===== config.mk =====
export PLATFORM = sky130hd
export DESIGN_NAME = c3lib_ckg_seq_ctrl
export DESIGN_NICKNAME = d
export VERILOG_FILES = /design/src/rtl/c3lib_ckg_seq_ctrl.sv
export SDC_FILE = /design/constraint.sdc
export NUM_CORES = 1
export LEC_CHECK = 0
export ABC_AREA = 1
export BUFFER_PORTS_ARGS = -buffer_cell sky130_fd_sc_hd__buf_4
export CAP_MARGIN = 5
export CORE_MARGIN = 2
export CORE_UTILIZATION = 45
export CTS_CLUSTER_SIZE = 12
export DETAILED_ROUTE_END_ITERATION = 7
export PLACE_DENSITY = 0.71
export SYNTH_ARGS = -nofsm -noshare
export SYNTH_HDL_FRONTEND = slang
export SYNTH_SLANG_ARGS = --single-unit

===== constraint.sdc =====
create_clock -name clk -period 2.45 [get_ports clk]
set_input_delay 0.245 -clock clk [delete_from_list [all_inputs] [get_ports clk]]
set_output_delay 0.245 -clock clk [all_outputs]
set_load 0.05 [all_outputs]

===== src/rtl/c3lib_ckg_seq_ctrl.sv =====
// Clock-gater enable sequencer: per-domain OFF/PEND/WARM/ON/COOL FSMs with
// round-robin, staggered turn-on grants and idle-hysteresis turn-off.
module c3lib_ckg_seq_ctrl #(
  parameter int unsigned NUM_DOM  = 4,
  parameter int unsigned STAGGER  = 4,
  parameter int unsigned ACK_DLY  = 2,
  parameter int unsigned IDLE_CNT = 8
) (
  input  logic               clk,
  input  logic               rst,
  input  logic               tst_en,
  input  logic [NUM_DOM-1:0] req,
  output logic [NUM_DOM-1:0] clk_en,
  output logic [NUM_DOM-1:0] ack,
  output logic               all_off
);

  localparam int unsigned CNT_MAX = (ACK_DLY > IDLE_CNT) ? ACK_DLY : IDLE_CNT;
  localparam int unsigned CW      = $clog2(CNT_MAX + 1);
  localparam int unsigned SW      = (STAGGER > 1) ? $clog2(STAGGER) : 1;
  localparam int unsigned PW      = $clog2(NUM_DOM);
  localparam int unsigned SUMW    = PW + 1;

  typedef enum logic [2:0] {
    ST_OFF  = 3'd0,
    ST_PEND = 3'd1,
    ST_WARM = 3'd2,
    ST_ON   = 3'd3,
    ST_COOL = 3'd4
  } state_t;

  state_t            state_q [NUM_DOM];
  state_t            state_d [NUM_DOM];
  logic [CW-1:0]     cnt_q   [NUM_DOM];
  logic [CW-1:0]     cnt_d   [NUM_DOM];
  logic [SW-1:0]     stg_q;
  logic [PW-1:0]     ptr_q;
  logic [NUM_DOM-1:0] en_q, ack_q, en_d, ack_d;
  logic              all_off_q, all_off_d;

  logic              gnt_vld;
  logic [PW-1:0]     gnt_idx;
  logic [PW-1:0]     ptr_nxt;
  logic [SUMW-1:0]   sum;
  logic [PW-1:0]     idx;

  // First PEND domain at or after the pointer, wrapping modulo NUM_DOM.
  always_comb begin
    gnt_vld = 1'b0;
    gnt_idx = '0;
    sum     = '0;
    idx     = '0;
    if (stg_q == '0) begin
      for (int unsigned k = 0; k < NUM_DOM; k++) begin
        sum = {1'b0, ptr_q} + SUMW'(k);
        if (sum >= SUMW'(NUM_DOM)) sum = sum - SUMW'(NUM_DOM);
        idx = sum[PW-1:0];
        if (!gnt_vld && state_q[idx] == ST_PEND) begin
          gnt_vld = 1'b1;
          gnt_idx = idx;
        end
      end
    end
  end

  always_comb begin
    ptr_nxt = (gnt_idx == PW'(NUM_DOM - 1)) ? '0 : gnt_idx + PW'(1);
  end

  always_comb begin
    for (int unsigned i = 0; i < NUM_DOM; i++) begin
      state_d[i] = state_q[i];
      cnt_d[i]   = cnt_q[i];
      case (state_q[i])
        ST_OFF: begin
          if (req[i]) state_d[i] = ST_PEND;
        end
        ST_PEND: begin
          if (gnt_vld && gnt_idx == PW'(i)) begin
            state_d[i] = ST_WARM;
            cnt_d[i]   = CW'(ACK_DLY);
          end
        end
        ST_WARM: begin
          if (cnt_q[i] == CW'(1)) state_d[i] = ST_ON;
          else                    cnt_d[i]   = cnt_q[i] - CW'(1);
        end
        ST_ON: begin
          if (!req[i]) begin
            state_d[i] = ST_COOL;
            cnt_d[i]   = CW'(IDLE_CNT);
          end
        end
        ST_COOL: begin
          // A returning request beats an expiring idle count.
          if (req[i])                   state_d[i] = ST_ON;
          else if (cnt_q[i] == CW'(1))  state_d[i] = ST_OFF;
          else                          cnt_d[i]   = cnt_q[i] - CW'(1);
        end
        default: state_d[i] = ST_OFF;
      endcase
    end
  end

  always_comb begin
    en_d      = '0;
    ack_d     = '0;
    all_off_d = 1'b1;
    for (int unsigned i = 0; i < NUM_DOM; i++) begin
      en_d[i]  = (state_d[i] == ST_WARM) || (state_d[i] == ST_ON) ||
                 (state_d[i] == ST_COOL);
      ack_d[i] = (state_d[i] == ST_ON) || (state_d[i] == ST_COOL);
      if (state_d[i] != ST_OFF) all_off_d = 1'b0;
    end
  end

  always_ff @(posedge clk) begin
    if (rst) begin
      for (int unsigned i = 0; i < NUM_DOM; i++) begin
        state_q[i] <= ST_OFF;
        cnt_q[i]   <= '0;
      end
      stg_q     <= '0;
      ptr_q     <= '0;
      en_q      <= '0;
      ack_q     <= '0;
      all_off_q <= 1'b1;
    end else begin
      for (int unsigned i = 0; i < NUM_DOM; i++) begin
        state_q[i] <= state_d[i];
        cnt_q[i]   <= cnt_d[i];
      end
      if (gnt_vld) begin
        stg_q <= SW'(STAGGER - 1);
        ptr_q <= ptr_nxt;
      end else if (stg_q != '0) begin
        stg_q <= stg_q - SW'(1);
      end
      en_q      <= en_d;
      ack_q     <= ack_d;
      all_off_q <= all_off_d;
    end
  end

  assign clk_en  = en_q | {NUM_DOM{tst_en}};
  assign ack     = ack_q;
  assign all_off = all_off_q;

endmodule

# ---- Word level (Yosys, flattened, before mapping)
# Memory sizes are Yosys's and may differ from the RTL's.
# Index checks and enable logic that the tools add are counted.
dict set report totals {
  ramBits 28
  wordCells 193
  latch_bits 0
  register_bits 13
  memories 2
  mem_bits_ro 0
}
dict set report op_classes {
  n_mul 0
  add_sub_neg 13
  n_div 0
  n_shift 0
  n_eq_ne 39
  n_bitwise 9
  reduce_logical 34
  order_cmp 4
  mux 87
}
# name depth width rd rd_clocked_by_memory_dff wr line_no
set memory_table {}
lappend memory_table {cnt_q 4 4 4 0 4 34} ;# logic [CW-1:0] cnt_q [NUM_DOM];
lappend memory_table {state_q 4 3 8 0 4 32} ;# state_t state_q [NUM_DOM];
# op n
set op_table {}
lappend op_table {{3-bit 2-to-1 mux} 28}
lappend op_table {{4-bit 2-to-1 mux} 20}
lappend op_table {{4-bit one-hot mux with 4 select lines} 4}
lappend op_table {{3-bit one-hot mux with 5 select lines} 4}
lappend op_table {{3-bit by 2-bit == test with 1-bit output, second input constant} 16}
lappend op_table {{2-bit 2-to-1 mux} 16}
lappend op_table {{3-bit by 1-bit == test with 1-bit output, second input constant} 8}
lappend op_table {{3-bit == test, second input constant} 8}
lappend op_table {{4-bit by 1-bit == test with 1-bit output, second input constant} 4}
lappend op_table {{4-bit by 1-bit subtractor with 4-bit output, second input constant} 4}
lappend op_table {{1-bit 2-to-1 mux} 15}
lappend op_table {{3-bit logical NOT} 4}
lappend op_table {{1-bit logical OR} 12}
lappend op_table {{3-bit nonzero test} 4}
lappend op_table {{2-bit by 1-bit subtractor with 2-bit output, second input constant} 5}
lappend op_table {{3-bit >= comparator, second input constant} 3}
lappend op_table {{1-bit bitwise OR} 8}
lappend op_table {{1-bit logical AND} 7}
lappend op_table {{2-bit by 2-bit adder with 3-bit output, second input constant} 2}
lappend op_table {{2-bit == test, second input constant} 2}
lappend op_table {{2-bit logical NOT} 2}
lappend op_table {{4-bit bitwise OR} 1}
lappend op_table {{2-bit nonzero test} 2}
lappend op_table {{2-bit by 1-bit adder with 3-bit output, second input constant} 1}
lappend op_table {{4 further kinds} 6}

# ---- Depth between registers and ports, before layout
# An unclocked memory read counts as a cell.
dict set report logic_depth {
  ltp_word 28
  mapped_depth 23
  depth_no_buf 21
}

# ---- Worst setup path after synthesis
# Ideal clock, no wire load.
dict set report synth_timing {
  path_kind {reg2reg}
  startpoint {reg ptr_q[0]}
  endpoint {mem cnt_q[3][0] (netlist bit)}
  stages_incl_launch_ff 22
  period_less_slack_ps 2297
  slack_ps 153
  n_path_buf 2
  t_arrival_ps 2183
  path_cell_list {dfxtp_1 > buf_6 > inv_4 > buf_6 > nand2_1 > nand2_1 > nor2_1 > nand2_1 > nand2_2 > nor2_4 > nand2_1 > inv_1 > nor2_1 > nand2_1 > nand3_1 > inv_1 > ha_1 > inv_1 > o21ai_4 > nand3_4 > o21ai_1 > nor2_1}
}
# element line_no
set synth_lines {}
lappend synth_lines {{from (decl)} 37} ;# logic [PW-1:0] ptr_q;
lappend synth_lines {{from (signal assigned)} 135} ;# ptr_q <= ptr_nxt;
lappend synth_lines {{to (decl)} 34}

# ---- Worst setup path in the final report
dict set report layout_timing {
  startpoint {reg ptr_q[0]}
  endpoint {reg all_off_q, in the netlist all_off}
}
dict set report layout_between {
  elab_chain_len 28
  elab_cells_between_ends 67
  classes_between {add/sub (7); order compare (4); eq/ne (7); mux (33); reduce/logical (15); memory (1)}
}
# element line_no
set layout_rtl {}
lappend layout_rtl {{2-bit by 3-bit >= comparator with 1-bit output or 2-bit by 1-bit subtractor with 2-bit output (tied branches)} 56} ;# if (sum >= SUMW'(NUM_DOM)) sum = sum - SUMW'(NUM_DOM);
lappend layout_rtl {{2-bit 2-to-1 mux} 56}
lappend layout_rtl {{2-bit 2-to-1 mux} 53} ;# if (stg_q == '0) begin
lappend layout_rtl {{memory 4 x 3 bit} -}
lappend layout_rtl {{3-bit by 1-bit == test with 1-bit output} 58} ;# if (!gnt_vld && state_q[idx] == ST_PEND) begin
lappend layout_rtl {{1-bit 2-to-1 mux} 58}
lappend layout_rtl {{1-bit 2-to-1 mux} 53}
lappend layout_rtl {{1-bit logical NOT} 58}
lappend layout_rtl {{(+10 left out)} -}
lappend layout_rtl {{2-bit 2-to-1 mux} 53}
lappend layout_rtl {{2-bit logical NOT} 79} ;# if (gnt_vld && gnt_idx == PW'(i)) begin
lappend layout_rtl {{1-bit logical AND} 79}
lappend layout_rtl {{3-bit 2-to-1 mux} 79}
lappend layout_rtl {{3-bit one-hot mux with 5 select lines} 74} ;# case (state_q[i])
lappend layout_rtl {{3-bit nonzero test} 113} ;# if (state_d[i] != ST_OFF) all_off_d = 1'b0;
lappend layout_rtl {{1-bit 2-to-1 mux (3 in a row)} 113}
lappend layout_rtl {{1-bit 2-to-1 mux *} 113}
lappend layout_rtl {{to (signal assigned)} 141} ;# all_off_q <= all_off_d;
lappend layout_rtl {{to (decl)} 39} ;# logic all_off_q, all_off_d;
# Every way passes the cells marked *; elsewhere a longest branch is shown, timed or not. The select of a mux whose other input is x is not followed.
# A chain may end at the register's enable or synchronous reset.

==> results.md <==
* Worst Reg-to-Reg Cells at 20
* Fillers at between 400 and 500
* Sequential fraction of the synthesis area at between 30% and 40%
* Mapped cell area at 0.00269 mm2
* Tmin final at 2.56 ns
* Crit path DAT at between 2 and 3 ns
* Placement Rows at 28
* Worst-path clk slew at around 0.090 ns
* Clk_lat worst skew at between 0.3 and 0.4 ns
* Antenna cells at 0
* CTS Buffer Depth at 2
* DR vias at about 2900
* Total power at about 0.0039 W
* Top Ports at 16
* Reg-to-reg slack, setup at -0.11 ns
* # placed instances at ~540
* Vias in the first global route at around 2700
* Power Density at around 1100 mW/mm2
* Total gr overflow at 0
* Pre-antenna DRT Iters at 4
* Die Y at 81.3 um
* Outcome: finished, violations left
* Final Hold Fails at 0
* Worst slew pin tran at roughly 0.60 ns
* Non-filler instance count after layout at 557
* Hold Path Sink: cnt_q[1][2]$_SDFFE_PP0P_
* Core area at 0.00585 mm2
* Crit Path Category: flip-flop to flip-flop
* Synth Area per Inst at around 6.4 um2
* Slew HR at roughly three fifths
* Layout cells sized above 1 at 31.1%
* Chip width at between 80 and 90 um
* Final antenna-violating net count at 0
* P_leak at ~1.8 nW
* Min-delay src: rst
* DP HPWL at 5.09 mm
* Routed len/inst at ~14 um
* Final core occ at 61.9%
* Pre-CTS setup slack at -0.170 ns
* MaxCap Viol Count at 0
* # H-tree levels at 2
* Ys Warns at 0
* Synth-to-layout area growth at 34.7%
* Syn nets at 440
* Reg-to-Reg Start: ptr_q[0]$_SDFFE_PP0P_
* Max-slew violation count at 0
* First-pass GRT wire length at 11.4 mm
* CP Data Required Time at 2.69 ns
* Highest clock rate at 391 MHz
* Vias per Instance at just over 5
* Post-Synthesis Cells at 420
* Count of cell types in the netlist at 37
* Reg2reg end: all_off$_SDFF_PP1_
* GRT Overall Usage at around 22%
* DRC violations left at 0
* Failing checks: setup timing
* TritonCTS clock tree: built
* Hold crit path type: input pin to flip-flop
* Peak supply drop at around 0.65 mV
* GP Congestion at between 0.8 and 0.9
* Setup slack after layout at -0.106 ns
* RSZ-0062 raised after global routing: true
* Setup crit start kind: flip-flop
* Cts hold-fix bufs at 0
* Die area at approximately 0.0066 mm2
* Fin Clk Skew at around 0.013 ns
* Synth Register Bits at between 40 and 50
* Largest net degree at the start of global routing at 21
* 1st-iter DRT viols at 153
* # nets final at ~500
* Clock sink total at just over 40
* CTS Root Cell: clkbuf_8
* Crit path max fanout at 5
* Initial Util at 45.9%
* PortBufs at 15
* Final Cycle Share at 104%
* Final setup viols at 24
* Final TNS setup at -1.10 ns
* Initial antenna violation count at 0
* Critical path capture point type: flip-flop
* TritonCTS Buffers at 5
* Final WL at approximately 7.7 mm
* Hold path depth at 2
[through the flow]
stage | cell area (um2) | hold WS, ns
after detailed placement | 3090 | 0.483
after global routing | 3620 | 0.283
final | 3620 | 0.277
after CTS | 3330 | 0.279
after global placement | 3090 | 0.454
after floorplan | 2690 | 0.428
[power by group]
part	switching (W)	leakage, nW	internal, W
logic	0.00145	1.39	0.00105
registers	0.0000787	0.336	0.000788
clock network	0.000263	0.0543	0.000305
total	0.00179	1.78	0.00214
[flip-flops by register name, indices dropped and copies added (netlist names)]
| register | flops |
|---|---|
| cnt_q | 16 |
| state_q | 12 |
| ack | 4 |
| en_q | 4 |
| ptr_q | 2 |
| stg_q | 2 |
| all_off | 1 |
[Yosys cell counts]
cell      number  share of area, %
a211oi_1       3              0.84
a211oi_2       1              0.47
a21oi_1       28               5.2
a21oi_2        1              0.33
a22oi_1        1              0.28
a31oi_1        2              0.47
and2_1         1              0.23
buf_1          2              0.28
buf_2          1              0.19
buf_4          1              0.28
buf_6          2              0.84
clkbuf_1       1              0.14
dfxtp_1       41                31
ha_1          13               6.1
inv_1         62               8.7
inv_2          2              0.28
inv_4          1              0.23
nand2_1       99                14
nand2_2        6               1.4
nand2_4        1              0.42
nand3_1       18               3.4
nand3_2        2              0.75
nand3_4        2               1.3
nand4_1        9               2.1
nor2_1        64               8.9
nor2_2         1              0.23
nor2_4         1              0.42
nor3_1        11               2.0
o211ai_1       1              0.28
o21ai_0       23               4.3
o21ai_1        4              0.75
o21ai_4        1              0.61
o221ai_1       1              0.33
o31ai_1        1              0.28
or2_2          6               1.4
xnor2_1        2              0.65
xor2_1         4               1.3
[worst max path at each step]
| stage | startpoint | to | slack, ns |
|---|---|---|---|
| 2_1_floorplan | ptr_q[0]$_SDFFE_PP0P_ | cnt_q[3][0]$_SDFFE_PP0P_ | 0.15 |
| 3_3_place_gp | ptr_q[0]$_SDFFE_PP0P_ | all_off$_SDFF_PP1_ | -0.16 |
| 3_5_place_dp | ptr_q[0]$_SDFFE_PP0P_ | all_off$_SDFF_PP1_ | -0.17 |
| 4_1_cts | ptr_q[0]$_SDFFE_PP0P_ | all_off$_SDFF_PP1_ | 0.001 |
| 5_1_grt | ptr_q[0]$_SDFFE_PP0P_ | cnt_q[3][1]$_SDFFE_PP0P_ | -0.28 |
| 6_report | ptr_q[0]$_SDFFE_PP0P_ | all_off$_SDFF_PP1_ | -0.11 |
[final cells by class]
type | count | area (um2) | share of cell area, %
multi-input combinational | 307 | 1860 | 51.3
clock buffer | 5 | 68.8 | 1.90
tap | 75 | 93.8 | 2.59
timing repair buffer | 61 | 467 | 12.9
sequential | 41 | 825 | 22.8
inverter | 65 | 264 | 7.29
clock inverter | 3 | 46.3 | 1.28
[cell families (layout without fill, tap and decap cells)]
logic type	after synthesis	count (layout)	synth area share, %
AND/OR/NAND/NOR	221	221	36.4
buffers and inverters	72	134	10.9
AO/OA/AOI/OAI	67	67	14.1
flip-flops	41	41	30.6
adder cells (fa/ha/maj)	13	13	6.06
XOR/XNOR	6	6	1.96
[per-layer routing]
metal	part of all wire (%)	global-route usage [%]
met1	42	26.5
met2	50	39.6
met3	4.3	3.56
met4	3.9	8.31
met5	0	0
[layout by cell type, fill, tap and decap left out, types with 4 or more instances in the layout]
master	synthesis	final
or2_2	6	6
nor2_4	1	5
o21ai_0	23	20
buf_4	1	57
nor3_1	11	9
clkbuf_8	0	5
dfxtp_1	41	40
nand3_1	18	12
a21oi_2	1	4
nand2_4	1	7
nand3_4	2	6
ha_1	13	9
xor2_1	4	4
o21ai_1	4	5
ha_4	0	4
nand3_2	2	4
nor2_1	64	56
nand2_2	6	20
nand2_1	99	79
inv_4	1	5
a21oi_1	28	25
nor2_2	1	5
inv_1	62	55
inv_2	2	4
nand4_1	9	9
[worst max-delay path, stage by stage, from the launching register on]
cell     delay, ns
dfxtp_4       0.41
buf_6         0.14
nand2_1       0.07
nand2_2       0.09
nor2_1        0.05
nand2_1       0.10
nand2_2       0.10
nor2_4        0.14
nand2_2       0.09
inv_2         0.09
nor2_1        0.04
nand2_1       0.10
nand3_4       0.11
inv_4         0.10
ha_4          0.14
inv_2         0.04
o21ai_4       0.19
nand3_2       0.15
nor2_4        0.15
nand3_1       0.09
nand2_1       0.07
[timing repair]
item / CTS / global route
gates resized for setup: 27 / 62
endpoints found under the setup margin: 21 / 30
endpoints found under the hold margin: 0 / 0
pin swaps: 11 / 28
cloned: 0 / 1
setup buffers: 5 / 8
Power figures use the tool's default switching activity.
